`config.mk`:
```
export PLATFORM = sky130hd
export DESIGN_NAME = fetch_unit_flat
export DESIGN_NICKNAME = d
export VERILOG_FILES = /design/src/rtl/fetch_unit_if.sv /design/src/rtl/fetch_unit.sv /design/src/flat_wrapper.sv
export SDC_FILE = /design/constraint.sdc
export NUM_CORES = 1
export LEC_CHECK = 0
export BUFFER_PORTS_ARGS = -buffer_cell sky130_fd_sc_hd__buf_2
export CORE_AREA = 5 5 265 190
export CTS_BUF_LIST = sky130_fd_sc_hd__clkbuf_8
export DETAILED_ROUTE_END_ITERATION = 7
export DIE_AREA = 0 0 270 195
export PLACE_DENSITY = 0.58
export SYNTH_ARGS = -nofsm -noshare
export SYNTH_HDL_FRONTEND = slang
export SYNTH_SLANG_ARGS = --single-unit
export TNS_END_PERCENT = 5
```
`constraint.sdc`:
```
create_clock -name clk -period 3.5 [get_ports clk]
set_input_delay 0.175 -clock clk [delete_from_list [all_inputs] [get_ports clk]]
set_output_delay 0.175 -clock clk [all_outputs]
set_load 0.1 [all_outputs]
```
`src/rtl/fetch_unit_if.sv`:
```
// Fetch unit bundle: PC register, instruction memory and decode-side channels.
// master = fetch unit, slave = surrounding pipeline / memory.
interface fetch_unit_if;
   logic [31:0] pc_q;
   logic [31:0] pc_next;
   logic        pc_en;
   logic        redirect_valid;
   logic [31:0] redirect_pc;
   logic        imem_req_valid;
   logic [31:0] imem_req_addr;
   logic        imem_req_ready;
   logic        imem_resp_valid;
   logic [31:0] imem_resp_data;
   logic        if_valid;
   logic [31:0] if_instr;
   logic [31:0] if_pc;
   logic        if_ready;

   modport master (
      input  pc_q, redirect_valid, redirect_pc,
      input  imem_req_ready, imem_resp_valid, imem_resp_data,
      input  if_ready,
      output pc_next, pc_en, imem_req_valid, imem_req_addr,
      output if_valid, if_instr, if_pc
   );

   modport slave (
      output pc_q, redirect_valid, redirect_pc,
      output imem_req_ready, imem_resp_valid, imem_resp_data,
      output if_ready,
      input  pc_next, pc_en, imem_req_valid, imem_req_addr,
      input  if_valid, if_instr, if_pc
   );
endinterface

```
`src/rtl/fetch_unit.sv`:
```
// Credit-based instruction fetch with tag queue and decode buffer.
// Define FETCH_BYPASS_EN for same-cycle response-to-decode bypass.
module fetch_unit #(
   parameter int DEPTH = 4
) (
   input logic          clk,
   input logic          reset,
   fetch_unit_if.master bus
);
   localparam int PW = $clog2(DEPTH);
   localparam int CW = PW + 1;
   localparam logic [CW:0] DEPTH_W = (CW+1)'(DEPTH);

   typedef enum logic [1:0] {IDLE, RUN, DRAIN} state_e;

   state_e        state_q, state_d;
   logic [CW-1:0] cnt_q, cnt_d;
   logic [CW-1:0] out_q, out_d;
   logic [PW-1:0] bwr_q, bwr_d, brd_q, brd_d;
   logic [PW-1:0] twr_q, twr_d, trd_q, trd_d;
   logic [31:0]   buf_pc_q  [DEPTH];
   logic [31:0]   buf_ins_q [DEPTH];
   logic [31:0]   tag_q     [DEPTH];

   logic          accept, resp_run, resp_any;
   logic          push, pop, bypass, has_data, credit;
   logic [CW:0]   inflight;

   always_comb begin
      inflight = {1'b0, cnt_q} + {1'b0, out_q};
      credit   = inflight < DEPTH_W;
      has_data = cnt_q != '0;
      resp_run = bus.imem_resp_valid && (state_q == RUN);
      resp_any = bus.imem_resp_valid && (state_q != IDLE);
`ifdef FETCH_BYPASS_EN
      bypass = resp_run && !has_data;
`else
      bypass = 1'b0;
`endif
      pop  = has_data && bus.if_ready;
      // A bypassed response consumed in the same cycle never lands in the buffer
      push = resp_run && !(bypass && bus.if_ready);

      bus.imem_req_valid = !reset && (state_q == RUN) && credit &&
                           !bus.redirect_valid;
      accept             = bus.imem_req_valid && bus.imem_req_ready;
      bus.imem_req_addr  = reset ? '0 : bus.pc_q;
      bus.pc_en          = !reset && (bus.redirect_valid || accept);
      bus.pc_next        = '0;
      if (bus.pc_en)
         bus.pc_next = bus.redirect_valid ? bus.redirect_pc
                                          : bus.pc_q + 32'd4;

      bus.if_valid = !reset && (has_data || bypass);
      bus.if_instr = '0;
      bus.if_pc    = '0;
      if (has_data) begin
         bus.if_instr = buf_ins_q[brd_q];
         bus.if_pc    = buf_pc_q[brd_q];
      end else if (bypass) begin
         bus.if_instr = bus.imem_resp_data;
         bus.if_pc    = tag_q[trd_q];
      end
   end

   always_comb begin
      state_d = state_q;
      cnt_d   = cnt_q;
      out_d   = out_q;
      bwr_d   = bwr_q;
      brd_d   = brd_q;
      twr_d   = twr_q;
      trd_d   = trd_q;

      unique case ({push, pop})
         2'b10:   cnt_d = cnt_q + CW'(1);
         2'b01:   cnt_d = cnt_q - CW'(1);
         default: cnt_d = cnt_q;
      endcase
      unique case ({accept, resp_any})
         2'b10:   out_d = out_q + CW'(1);
         2'b01:   out_d = out_q - CW'(1);
         default: out_d = out_q;
      endcase
      if (push)     bwr_d = bwr_q + PW'(1);
      if (pop)      brd_d = brd_q + PW'(1);
      if (accept)   twr_d = twr_q + PW'(1);
      if (resp_run) trd_d = trd_q + PW'(1);

      unique case (state_q)
         IDLE:    state_d = RUN;
         RUN:     state_d = RUN;
         DRAIN:   if (out_d == '0) state_d = RUN;
         default: state_d = IDLE;
      endcase

      // Redirect flushes everything; in-flight responses are dropped in DRAIN
      if (bus.redirect_valid && state_q != IDLE) begin
         cnt_d   = '0;
         bwr_d   = '0;
         brd_d   = '0;
         twr_d   = '0;
         trd_d   = '0;
         state_d = (out_d != '0) ? DRAIN : RUN;
      end
   end

   always_ff @(posedge clk or posedge reset) begin
      if (reset) begin
         state_q <= IDLE;
         cnt_q   <= '0;
         out_q   <= '0;
         bwr_q   <= '0;
         brd_q   <= '0;
         twr_q   <= '0;
         trd_q   <= '0;
      end else begin
         state_q <= state_d;
         cnt_q   <= cnt_d;
         out_q   <= out_d;
         bwr_q   <= bwr_d;
         brd_q   <= brd_d;
         twr_q   <= twr_d;
         trd_q   <= trd_d;
      end
   end

   always_ff @(posedge clk) begin
      if (push) begin
         buf_pc_q[bwr_q]  <= tag_q[trd_q];
         buf_ins_q[bwr_q] <= bus.imem_resp_data;
      end
      if (accept)
         tag_q[twr_q] <= bus.pc_q;
   end
endmodule
```
`src/flat_wrapper.sv`:
```
// flat-port wrapper written by rule: the top's interface ports become plain ports
module fetch_unit_flat 
#(
   parameter int DEPTH = 4
)
  (clk, reset, bus_pc_q, bus_redirect_valid, bus_redirect_pc, bus_imem_req_ready, bus_imem_resp_valid, bus_imem_resp_data, bus_if_ready, bus_pc_next, bus_pc_en, bus_imem_req_valid, bus_imem_req_addr, bus_if_valid, bus_if_instr, bus_if_pc);
  fetch_unit_if bus_i ();
  input logic clk;
  input logic reset;
  input wire logic [$bits(bus_i.pc_q)-1:0] bus_pc_q;
  input wire logic [$bits(bus_i.redirect_valid)-1:0] bus_redirect_valid;
  input wire logic [$bits(bus_i.redirect_pc)-1:0] bus_redirect_pc;
  input wire logic [$bits(bus_i.imem_req_ready)-1:0] bus_imem_req_ready;
  input wire logic [$bits(bus_i.imem_resp_valid)-1:0] bus_imem_resp_valid;
  input wire logic [$bits(bus_i.imem_resp_data)-1:0] bus_imem_resp_data;
  input wire logic [$bits(bus_i.if_ready)-1:0] bus_if_ready;
  output wire logic [$bits(bus_i.pc_next)-1:0] bus_pc_next;
  output wire logic [$bits(bus_i.pc_en)-1:0] bus_pc_en;
  output wire logic [$bits(bus_i.imem_req_valid)-1:0] bus_imem_req_valid;
  output wire logic [$bits(bus_i.imem_req_addr)-1:0] bus_imem_req_addr;
  output wire logic [$bits(bus_i.if_valid)-1:0] bus_if_valid;
  output wire logic [$bits(bus_i.if_instr)-1:0] bus_if_instr;
  output wire logic [$bits(bus_i.if_pc)-1:0] bus_if_pc;
  assign bus_i.pc_q = bus_pc_q;
  assign bus_i.redirect_valid = bus_redirect_valid;
  assign bus_i.redirect_pc = bus_redirect_pc;
  assign bus_i.imem_req_ready = bus_imem_req_ready;
  assign bus_i.imem_resp_valid = bus_imem_resp_valid;
  assign bus_i.imem_resp_data = bus_imem_resp_data;
  assign bus_i.if_ready = bus_if_ready;
  assign bus_pc_next = bus_i.pc_next;
  assign bus_pc_en = bus_i.pc_en;
  assign bus_imem_req_valid = bus_i.imem_req_valid;
  assign bus_imem_req_addr = bus_i.imem_req_addr;
  assign bus_if_valid = bus_i.if_valid;
  assign bus_if_instr = bus_i.if_instr;
  assign bus_if_pc = bus_i.if_pc;
  fetch_unit #(.DEPTH(DEPTH)) u_core (.clk(clk), .reset(reset), .bus(bus_i));
endmodule
```
==> metrics.txt <==
outcome complete, no violations; vias in the first global route 9867; gp weighted congestion 0.774; final hold vios 0; cells after synthesis approximately 870; area growth from synthesis to layout 24.6%; final core area utilization 0.432; RSZ-0062 raised after global routing no; CP max stage delay around 0.64 ns; worst reg2reg startpoint u_core.state_q[1]; clock latency on the worst-skew pair roughly 0.61 ns; Critical Path Start Type input port; Syn Nets between 900 and 1000; met3 routed WL 1.98 mm; fraction of layout cells with a size suffix above 1 0.358; cts hold-fix bufs 67; HP Start bus_redirect_valid; Hold Path Depth 3; Post-Route WL 39.8 mm; Final HPWL DP between 20 and 25 mm; Clock Skew 0.0366 ns; CORE AREA roughly 47000 um2; CTS Buf Count between 60 and 70; worst r2r path cells 12; drt first pass iters 5; flop-to-flop setup slack slightly above 0.6 ns; crit path kind input port to primary output; hold path endpoint u_core.state_q[0]; crit path DAT just over 3 ns; CTS tree done; clk buf depth 3; drt first-iter violations 545; Final Power around 18 mW; mapped cell area 16400 um2; wl on met1 around 18 mm; Req. time, crit path approximately 3.3 ns; WHS roughly 0.18 ns; # fillers between 4000 and 5000; PortBufs ~230; Antenna Nets Post-Route 0; Synth warnings 0; Clock power frac 0.224; starting density of the core 0.347; Max Fclk 305 MHz; Top Ports between 200 and 250; Via Count 9226; CP max-delay cell or4_4; fin area 20500 um2; ys flop type edfxtp_1; crit path launch bus_pc_q[2]; Placed Area about 19000 um2; register area share after synthesis 0.726; max-cap viol count 0; share of the synthesized area in the top cell type 0.702; Rows 67; Async SR Flop Fraction 0.0400; Pint slightly below 10 mW; Die H slightly below 200 um; highest routed layer met4; sequential power share 0.341; met2 WL approximately 19 mm; clk sink count 400; synth top area cells edfxtp_1 (70%), mux4_2 (13%), and2_1 (2.7%); Critical Path, Cell by Cell dlygate4sd3_1 > buf_2 > ha_1 > nand3_2 > or4_4 > nor3_1 > xnor2_1 > a211oi_1 > buf_2; number of remaining DRC errors 0; final worst-path cycle share 0.937; Sw Pwr between 8 and 9 mW; leakage 7.24 nW; relative slew slack 0.489; root buffer cell clkbuf_8; post-CTS setup repair buffer count 0; Switching Share 0.451; worst r2r dst u_core.state_q[0]; CP most frequent cell buf_2; Yosys top cell by area edfxtp_1; min Tclk post-route 3.28 ns; final setup violation count 0; PwrDens 866 nW/um2; register bit total from synthesis 400; die width 270 um; pin count of the biggest net entering global routing 66; worst-margin pin slew around 0.77 ns; count of unique library cells instantiated by Yosys 39; initial antenna violation count 1; syn avg cell area 18.9 um2; EDFF count, synth 384; Crit. End Element primary output; Nets around 1300; cts repair resizes 0; power share of the combinational group 0.435; Hold Path Class input port to flip-flop; WP buf/inv 3; Routed WL per cell 21.0 um; Total GRT Usage 0.151; clk slew on worst S/H paths roughly 0.06 ns; Top delay family on crit path buffers and inverters; H-tree lvl count 3; die area roughly 53000 um2; first-pass GRT wire length 60.9 mm; VDD IR max between 0.0004 and 0.0005 V; Fin Setup TNS 0 ns; gr ovfl total 0; CP Max Fanout 9; Slew Viols, Final 0; via/cell ratio 4.88
-- metal layers --
layer / up-vias / track usage
met4: 0 / 0.0368
met2: 228 / 0.245
met3: 58 / 0.0389
met1: 4794 / 0.206
li1: 4146 / -
met5: - / 0
-- cell usage in the layout, fill, tap and decap left out, types with 10 or more instances in the layout --
| cell | n |
|---|---|
| inv_1 | 33 |
| nand2_1 | 20 |
| dfrtp_1 | 13 |
| a211oi_1 | 13 |
| and2_1 | 71 |
| nor2b_1 | 33 |
| nand3_1 | 13 |
| buf_4 | 17 |
| nor2_1 | 52 |
| xnor2_1 | 18 |
| buf_2 | 232 |
| clkbuf_8 | 66 |
| clkinv_1 | 15 |
| edfxtp_1 | 384 |
| mux4_2 | 96 |
| xor2_1 | 18 |
| ha_1 | 13 |
| dlygate4sd3_1 | 67 |
| a21oi_1 | 10 |
-- area by class of cell --
cell class,count,area (um2),share of cell area
clock inverter,51,365,0.0178
sequential,400,11900,0.583
multi-input combinational,415,4300,0.210
clock buffer,66,908,0.0444
antenna,1,2.50,0.000122
timing repair buffer,324,2120,0.104
tap,621,777,0.0380
inverter,14,52.6,0.00257
-- power by group through the flow --
stage,sequential [mW],clock (mW),combinational [mW]
floorplan,5.94,0,6.39
global placement,6.14,0,7.77
detailed placement,6.15,0,7.79
CTS,6.06,4.15,7.86
global route,6.09,4.38,8.10
finish,6.04,3.98,7.71
-- worst min-delay path, delay by kind of cell --
kind	cells	cell delay (ns)
AO/OA/AOI/OAI	1	0.08
buffers and inverters	1	0.26
AND/OR/NAND/NOR	1	0.22
-- how the worst max path moves through the flow --
stage	end	slack (ns)	cells past startpoint
2_1_floorplan	bus_pc_next[31]	-0.42	7
3_3_place_gp	u_core.state_q[0]	0.61	13
3_5_place_dp	u_core.state_q[0]	0.62	13
4_1_cts	bus_pc_next[31]	0.27	8
5_1_grt	bus_pc_next[31]	0.06	8
6_report	bus_pc_next[22]	0.22	9
-- kinds of logic after synthesis --
kind of cell	after synthesis	share of synthesized area
DFF	400	0.726
and+or+nand+nor	225	0.0777
adders and majority gates	15	0.0123
AOI/OAI and AO/OA	35	0.0144
muxes	104	0.137
xor gates and xnor gates	36	0.0192
buffers and inverters	56	0.0133
-- stage by stage --
step / cells / setup slack (ns)
floorplan: 871 / -0.420
global placement: 1707 / 0.608
detailed placement: 1707 / 0.619
CTS: 1891 / 0.265
global route: 1891 / 0.0632
finish: 1892 / 0.219
-- registers in the layout, indices dropped and copies added (netlist names) --
register	flops
u_core.buf_ins_q	128
u_core.buf_pc_q	128
u_core.tag_q	128
u_core.cnt_q	3
u_core.out_q	3
u_core.brd_q	2
u_core.bwr_q	2
u_core.state_q	2
u_core.trd_q	2
u_core.twr_q	2
-- cells in the mapped netlist, drive strengths merged, types with 2 or more instances --
library cell,instances
dfrtp,16
buf,12
nand2,20
a211oi,14
and3,6
o21ai,5
and2,71
clkbuf,30
nor2,52
nand2b,2
nor3,4
xnor2,18
inv,14
nand4,8
fa,2
xor2,18
or3,4
mux4,96
edfxtp,384
a311oi,2
a21oi,11
nand3,15
nor4,5
mux2i,8
ha,13
nor2b,33
No activity file was read; power rests on OpenSTA's default activity.
